==> config.mk <==
export PLATFORM = sky130hd
export DESIGN_NAME = alu_operand_issue
export DESIGN_NICKNAME = d
export VERILOG_FILES = /design/src/rtl/mini_cpu_pkg.sv /design/src/rtl/reg_file.sv /design/src/rtl/alu_operand_issue.sv
export SDC_FILE = /design/constraint.sdc
export NUM_CORES = 2
export LEC_CHECK = 0
export CAP_MARGIN = 20
export CORE_AREA = 5 5 596 657
export CTS_CLUSTER_DIAMETER = 30
export DETAILED_ROUTE_END_ITERATION = 12
export DIE_AREA = 0 0 601 662
export SYNTH_ARGS = -nofsm -noshare
export SYNTH_HDL_FRONTEND = slang
export SYNTH_HIERARCHICAL = 1
export SYNTH_SLANG_ARGS = --single-unit
export TNS_END_PERCENT = 30
==> constraint.sdc <==
create_clock -name clk -period 4.6 [get_ports clk]
set_input_delay 1.15 -clock clk [delete_from_list [all_inputs] [get_ports clk]]
set_output_delay 1.15 -clock clk [all_outputs]
set_load 0.02 [all_outputs]
==> src/rtl/mini_cpu_pkg.sv <==
// Shared mini-cpu constants: opcodes, ALU control codes, funct fields.
package mini_cpu_pkg;

  localparam logic [6:0] OPC_OP     = 7'b0110011;
  localparam logic [6:0] OPC_OP_IMM = 7'b0010011;

  localparam logic [2:0] ALU_AND = 3'b000;
  localparam logic [2:0] ALU_OR  = 3'b001;
  localparam logic [2:0] ALU_ADD = 3'b010;
  localparam logic [2:0] ALU_SUB = 3'b110;
  localparam logic [2:0] ALU_SLT = 3'b111;

  localparam logic [2:0] F3_ADD = 3'b000;
  localparam logic [2:0] F3_SLT = 3'b010;
  localparam logic [2:0] F3_OR  = 3'b110;
  localparam logic [2:0] F3_AND = 3'b111;

  localparam logic [6:0] F7_BASE = 7'b0000000;
  localparam logic [6:0] F7_SUB  = 7'b0100000;

endpackage

==> src/rtl/reg_file.sv <==
// 32 x xlen register file, two async read ports, one write port.
// x0 reads as zero and ignores writes.
module reg_file #(
  parameter int xlen = 64
) (
  input  logic            clk,
  input  logic            rst,
  input  logic            we,
  input  logic [4:0]      waddr,
  input  logic [xlen-1:0] wdata,
  input  logic [4:0]      raddr1,
  output logic [xlen-1:0] rdata1,
  input  logic [4:0]      raddr2,
  output logic [xlen-1:0] rdata2
);

  logic [xlen-1:0] regs [1:31];

  always_ff @(posedge clk) begin
    if (rst) begin
      for (int i = 1; i < 32; i++) begin
        regs[i] <= '0;
      end
    end else if (we && waddr != 5'd0) begin
      regs[waddr] <= wdata;
    end
  end

  assign rdata1 = (raddr1 == 5'd0) ? '0 : regs[raddr1];
  assign rdata2 = (raddr2 == 5'd0) ? '0 : regs[raddr2];

endmodule

==> src/rtl/alu_operand_issue.sv <==
// Issue stage ahead of the ALU: decode, operand read with
// write-back bypass, and a registered valid/ready output slot.
module alu_operand_issue
  import mini_cpu_pkg::*;
#(
  parameter int xlen = 64
) (
  input  logic            clk,
  input  logic            rst,
  input  logic            in_valid,
  output logic            in_ready,
  input  logic [31:0]     in_instr,
  input  logic            flush,
  input  logic            wb_en,
  input  logic [4:0]      wb_rd,
  input  logic [xlen-1:0] wb_data,
  output logic            out_valid,
  input  logic            out_ready,
  output logic [xlen-1:0] out_a,
  output logic [xlen-1:0] out_b,
  output logic [2:0]      out_alu_ctrl,
  output logic [4:0]      out_rd,
  output logic            out_illegal
);

  logic [6:0] opcode;
  logic [2:0] funct3;
  logic [6:0] funct7;
  logic [4:0] rs1;
  logic [4:0] rs2;
  logic [4:0] rd;

  assign opcode = in_instr[6:0];
  assign rd     = in_instr[11:7];
  assign funct3 = in_instr[14:12];
  assign rs1    = in_instr[19:15];
  assign rs2    = in_instr[24:20];
  assign funct7 = in_instr[31:25];

  logic [xlen-1:0] rf_rd1;
  logic [xlen-1:0] rf_rd2;

  reg_file #(.xlen(xlen)) u_rf (
    .clk    (clk),
    .rst    (rst),
    .we     (wb_en),
    .waddr  (wb_rd),
    .wdata  (wb_data),
    .raddr1 (rs1),
    .rdata1 (rf_rd1),
    .raddr2 (rs2),
    .rdata2 (rf_rd2)
  );

  logic            wb_hit;
  logic [xlen-1:0] rs1_val;
  logic [xlen-1:0] rs2_val;
  logic [xlen-1:0] imm;

  // Same-cycle write-back wins over the stored value.
  assign wb_hit  = wb_en && (wb_rd != 5'd0);
  assign rs1_val = (wb_hit && wb_rd == rs1) ? wb_data : rf_rd1;
  assign rs2_val = (wb_hit && wb_rd == rs2) ? wb_data : rf_rd2;
  assign imm     = {{(xlen-12){in_instr[31]}}, in_instr[31:20]};

  logic is_r;
  logic is_i;
  logic f7_zero;

  assign is_r    = (opcode == OPC_OP);
  assign is_i    = (opcode == OPC_OP_IMM);
  assign f7_zero = (funct7 == F7_BASE);

  logic [xlen-1:0] dec_a;
  logic [xlen-1:0] dec_b;
  logic [2:0]      dec_ctrl;
  logic [4:0]      dec_rd;
  logic            dec_ill;

  always_comb begin
    dec_a    = '0;
    dec_b    = '0;
    dec_ctrl = ALU_ADD;
    dec_rd   = '0;
    dec_ill  = 1'b0;
    unique case (1'b1)
      is_r && funct3 == F3_ADD && f7_zero: dec_ctrl = ALU_ADD;
      is_r && funct3 == F3_ADD && funct7 == F7_SUB: dec_ctrl = ALU_SUB;
      is_r && funct3 == F3_AND && f7_zero: dec_ctrl = ALU_AND;
      is_r && funct3 == F3_OR && f7_zero: dec_ctrl = ALU_OR;
      is_r && funct3 == F3_SLT && f7_zero: dec_ctrl = ALU_SLT;
      is_i && funct3 == F3_ADD: dec_ctrl = ALU_ADD;
      is_i && funct3 == F3_AND: dec_ctrl = ALU_AND;
      is_i && funct3 == F3_OR: dec_ctrl = ALU_OR;
      is_i && funct3 == F3_SLT: dec_ctrl = ALU_SLT;
      default: dec_ill = 1'b1;
    endcase
    if (!dec_ill) begin
      dec_a  = rs1_val;
      dec_b  = is_i ? imm : rs2_val;
      dec_rd = rd;
    end
  end

  logic accept;

  assign in_ready = !flush && (!out_valid || out_ready);
  assign accept   = in_valid && in_ready;

  always_ff @(posedge clk) begin
    if (rst) begin
      out_valid    <= 1'b0;
      out_a        <= '0;
      out_b        <= '0;
      out_alu_ctrl <= 3'b000;
      out_rd       <= '0;
      out_illegal  <= 1'b0;
    end else if (flush) begin
      out_valid <= 1'b0;
    end else if (accept) begin
      out_valid    <= 1'b1;
      out_a        <= dec_a;
      out_b        <= dec_b;
      out_alu_ctrl <= dec_ctrl;
      out_rd       <= dec_rd;
      out_illegal  <= dec_ill;
    end else if (out_ready) begin
      out_valid <= 1'b0;
    end
  end

endmodule

* Word-level counts from Yosys, hierarchy flattened
Memories as Yosys holds them, arrays and structs flattened.
Index checks and enable logic that the tools add are counted.
** Storage, ports and cells
- Register bits after elaboration :: 138
- Bits in writable memories :: 1984
- Input port bits :: 107
- Output and inout port bits :: 139
- Word-level logic and storage cells :: 70
- Memories :: 1
** Operators by class
- Eq/ne operators :: 8
- Muxes and demuxes :: 20
- Bitwise operators :: 1
- Reductions and logical operators :: 34
** Memories
- u_rf.regs :: depth 31, bits a word 64, rd ports 2, clocked after memory_dff 0, wr ports 31, line reg_file.sv:17 : logic [xlen-1:0] regs [1:31];
** Operator list (number)
- $mux 64 :: 8
- $reduce_or 64->1 :: 1
- $logic_and 1x1->1 :: 18
- $eq 7x6->1 const B :: 2
- $pmux 3 s4 :: 1
- $eq 5x5->1 :: 2
- $logic_not 5->1 :: 2
- $mux 5 :: 2
- $mux 1 :: 9
- $reduce_or 9->1 :: 1
- $reduce_or 2->1 :: 4
- $eq 7x5->1 const B :: 1
- $logic_not 7->1 :: 1
- $eq 3x3->1 const B :: 2
- $reduce_bool 5->1 :: 1
- $eq 3x2->1 const B :: 1
- $logic_not 3->1 :: 1
- $logic_not 1->1 :: 2
- $reduce_and 2->1 :: 1
- $reduce_bool 2->1 :: 1
- $logic_or 1x1->1 :: 1
- $not 1->1 :: 1

* Logic depth before layout (Yosys ltp)
- Word-level depth :: 7
- Mapped depth :: 12
- Gate-level depth less buffers :: 7

* Hierarchy
Netlist, hierarchy kept.
** By module, submodules not included
- reg_file :: instances 1, cells each 7055, area each 108256.3 sq um, sequential area each 61499.0 sq um
- alu_operand_issue :: instances 1, cells each 731, area each 6398.6 sq um, sequential area each 2762.6 sq um

* Least setup slack after synthesis
OpenSTA, ideal clock, no wires.
- Path type :: input-to-reg
- Start point :: input port rst
- End point :: memory u_rf.regs[20][0], enable pin
- Setup time :: 0.394 ns
- Arrival :: 2.976 ns
- Data required time :: 4.206 ns
- Setup slack :: 1.230 ns
- Stages :: 6
- Buffers on the path :: 2
- Cell sequence :: nand2b_1 or3_1 clkbuf_1 nor2_1 clkbuf_1 or2_2
** RTL lines
- start, declared :: line alu_operand_issue.sv:9 : input logic rst,
- end, declared :: line reg_file.sv:17

* Worst setup path in the final report
- Start point :: input port in_instr[17]
- End point :: register out_a[10]
** On the way
- Longest elaborated chain between the ends :: 4
- Elaborated cells between the ends (all ways) :: 7
- Classes of those cells :: 1 x eq/ne; 3 x mux; 2 x reduce/logical; 1 x memory
** RTL lines
- start, declared :: line alu_operand_issue.sv:12 : input logic [31:0] in_instr,
- $mem_v2 31x64 or $logic_not 5->1 (tied branches)
- $mux 64 * :: line reg_file.sv:29 : assign rdata1 = (raddr1 == 5'd0) ? '0 : regs[raddr1];
- named net rf_rd1[10] :: line alu_operand_issue.sv:40 : logic [xlen-1:0] rf_rd1;
- $mux 64 * :: line alu_operand_issue.sv:62 : assign rs1_val = (wb_hit && wb_rd == rs1) ? wb_data : rf_rd1;
- $mux 64 * :: line alu_operand_issue.sv:98 : if (!dec_ill) begin
- end signal, assigned :: line alu_operand_issue.sv:113 : out_a <= '0;
- end signal, assigned :: line alu_operand_issue.sv:122 : out_a <= dec_a;
- end, declared :: line alu_operand_issue.sv:19 : output logic [xlen-1:0] out_a,
Mark *: on every way through the listed nets, which the timed path passes. The rest lies on a longest branch.
A chain may end at the register's enable or synchronous reset.

==> results by group <==
Timing
  • Final setup viols: 0
  • Measured slew at the worst slew-check pin: 1150 ps
  • Max-slew violations: 0
  • Setup TNS: 0 ps
  • RSZ-0062 raised after global routing: false
  • Relative slew slack: a little under a quarter
  • Max Fclk: between 200 and 300 MHz
  • Final Skew: between 60 and 70 ps
  • Tmin final: ~3700 ps
  • Period Utilization, post-route: 79.7%
  • Endpoints failing hold: 0

Worst setup path
  • Critical path launch point type: input pin
  • Setup CP Type: in -> reg
  • Worst path cell trace: buf_6, nor2b_1, nand2_1, buf_4, o221ai_1, a211oi_1, nor4_1, buf_4, mux2i_1, o21ai_0
  • CP Max Fanout: 17
  • WP data required: 5430 ps
  • R2R depth: 7
  • R2R Setup Slk: 1920 ps
  • Worst path slowest cell: nor4_1
  • Reg2Reg Capture Point: out_a[3]
  • Data arrival time of the worst path: ~4500 ps
  • CP most frequent cell: buf_4
  • Worst r2r src: u_rf/regs[15][3]
  • Crit-path max cell delay: 740 ps
  • Crit path capture type: register

Synth
  • Async SR Flop Fraction: 0%
  • Mux contribution to synthesized area: 22.7%
  • Synth Area in XOR/XNOR: 0.0764%
  • Most common cell in the netlist: edfxtp_1
  • Largest area contributor in the netlist: edfxtp_1
  • Post-synth EDFFs: about 2k
  • Syn Area/Cell: 14.7 µm²
  • Area fraction in compound gates after synthesis: 5.15%
  • Cells after synthesis: 7786
  • Post-Synth Adder-Cell Area: 0%
  • Yosys warning count: 6
  • Synth cell count leaders: edfxtp_1, and2_1, mux4_2
  • Dominant cells by area after synthesis: edfxtp_1, mux4_2, and2_1
  • Post-Synth Simple-Gate Area: 12.7%
  • Yosys cell types: 65
  • Main flop type after synthesis: edfxtp_1
  • Post-synth top area share: 53.6%
  • Post-synth design cell area: 115000 µm²
  • Register area share after synthesis: between 50% and 60%
  • Main combinational cell family by area after synthesis: multiplexers
  • #FFs+latches synth: 2186

Cells and area
  • Final Core Density: 36.6%
  • Layout net count: 8166
  • Share of cells above drive strength 1: 26.4%
  • Area growth syn-to-layout: 22.6%

Floorplan
  • Die Y: about 660 µm
  • Die area: 398000 µm²
  • I/O pins: between 200 and 250
  • Initial core utilization: 29.9%
  • Core area: 384000 µm²
  • Std-Cell Rows: 239
  • Die Span X: 601 µm

Global route
  • Gr ovfl total: 0
  • Total track usage: 23.4%
  • Vias in the first global route: 81.4k
  • First-pass GRT wire length: 659000 µm
  • Largest net degree at the start of global routing: 85
  • Initial antenna violation count: between 40 and 50

Clock network
  • CTS hold repair buffers: 0
  • Num CTS Buffers: 406
  • Worst-path clk slew: 50 ps
  • Postcts setup bufs: 0
  • Worst-case clock buffer depth: 4
  • Root buffer cell: clkbuf_16
  • PostCTS Resize Cnt: 0
  • Skew-Pair Late Insertion Delay: 940 ps
  • # clock sinks: 2186
  • CTS tree: done
  • H-tree depth: 5

Routing
  • Detailed Routing Iterations Pass 1: 9
  • Post-route ant nets: 0
  • Routed WL: 484000 µm
  • Wire per inst: ~36 µm
  • # DRC: 0
  • Drt initial violations: 12.8k
  • Via-to-Cell Ratio: 5.98
  • DR vias: 80.8k

Hold path
  • Hold EP: out_a[41]
  • Hold path cells: 2
  • Hold Crit Class: reg -> reg
  • Worst Hold Launch: out_a[41]

Power
  • PwrDens: 434 nW/µm²
  • Tot Pwr: 61.0 mW
  • Peak supply drop: between 0.0003 and 0.0004 V
  • Leak pwr: between 40 and 50 nW

Placed design
  • Final Wtd Congestion: ~0.9
  • DPL Wire Length: 271000 µm
  • Port buffer count: 245

Flow run
  • MaxCap Viol Count: 0

Outcome
  • Status: finished clean
[registers in the layout (all words and copies together) (netlist names)]
name,count
out_illegal,1
out_a,64
out_b,64
out_alu_ctrl,3
out_rd,5
out_valid,1
u_rf/regs,2048
[cells in the final DEF (no fill, tap or decap), types with 27 or more instances in the layout]
cell type	instances
a21boi_0	59
a21o_1	42
a21oi_1	58
a221oi_1	57
a22o_1	35
a22oi_1	74
a32oi_1	30
a41oi_1	59
and2_1	1986
and3_1	31
buf_12	168
buf_4	227
bufinv_16	66
clkbuf_1	55
clkbuf_16	416
clkdlybuf4s50_1	235
clkinv_1	27
clkinv_2	52
clkinv_4	27
clkinvlp_4	47
conb_1	64
dfxtp_1	138
diode_2	44
edfxtp_1	2048
inv_6	30
mux2_2	120
mux2i_1	429
mux4_2	906
nand2_1	238
nor2_1	37
nor2_4	39
o2111ai_1	30
o211ai_1	30
o21ai_0	109
o221ai_1	55
o22ai_1	100
or2_4	32
[metrics by stage]
step	hold WS (ps)	area, µm²	setup slack (ps)	std cells
floorplan	527	115000	1230	7849
global placement	445	125000	92.2	12700
detailed placement	444	126000	121	12700
CTS	453	140000	1030	13400
global route	479	140000	930	13500
finish	445	141000	936	13500
[critical path: cells and delay by family]
family / cells / cell delay, ps
simple gates: 3 / 1780
buf+inv: 3 / 940
compound gates: 3 / 490
mux: 1 / 90
[worst max path at each step]
stage	start	end	depth (start not counted)
5_1_grt	out_b[0]	out_b[0]	1
3_3_place_gp	in_instr[21]	out_b[0]	9
4_1_cts	out_ready	in_ready	4
2_1_floorplan	rst	u_rf/regs[20][0]	6
3_5_place_dp	in_instr[17]	out_a[10]	10
6_report	in_instr[17]	out_a[10]	10
[report_power, final]
group          internal [mW]  switching, mW  total (mW)
clock                   20.5           11.0        31.5
sequential              22.8          0.531        23.3
combinational           2.51           3.66        6.17
total                   45.8           15.2        61.0
[area by class of cell]
type | count | area (µm²)
fillers | 35900 | 243000
flip-flops and latches | 2186 | 64300
multi-input cells | 4801 | 47300
clock buffers | 482 | 10700
repair buffers | 660 | 8090
well taps | 5061 | 6330
clock inverters | 274 | 3680
diodes | 44 | 110
inverters | 4 | 16.3
[per-layer routing]
metal | wire, µm | GRT usage, % | vias to the layer above | share of wire [%]
met5 | 138 | 0 | - | 0.028
met4 | 41600 | 17.5 | 16 | 8.6
met3 | 57300 | 5.85 | 1929 | 12
met2 | 228000 | 38.3 | 6845 | 47
met1 | 157000 | 26.6 | 41300 | 33
li1 | - | - | 30700 | -
[cells by family after synthesis]
logic type / after synthesis
and+or+nand+nor: 2460
DFF: 2186
muxes: 1455
buffers and inverters: 862
AOI/OAI and AO/OA: 812
xor gates and xnor gates: 10
other: 1
(Power assumes the default switching activity.)
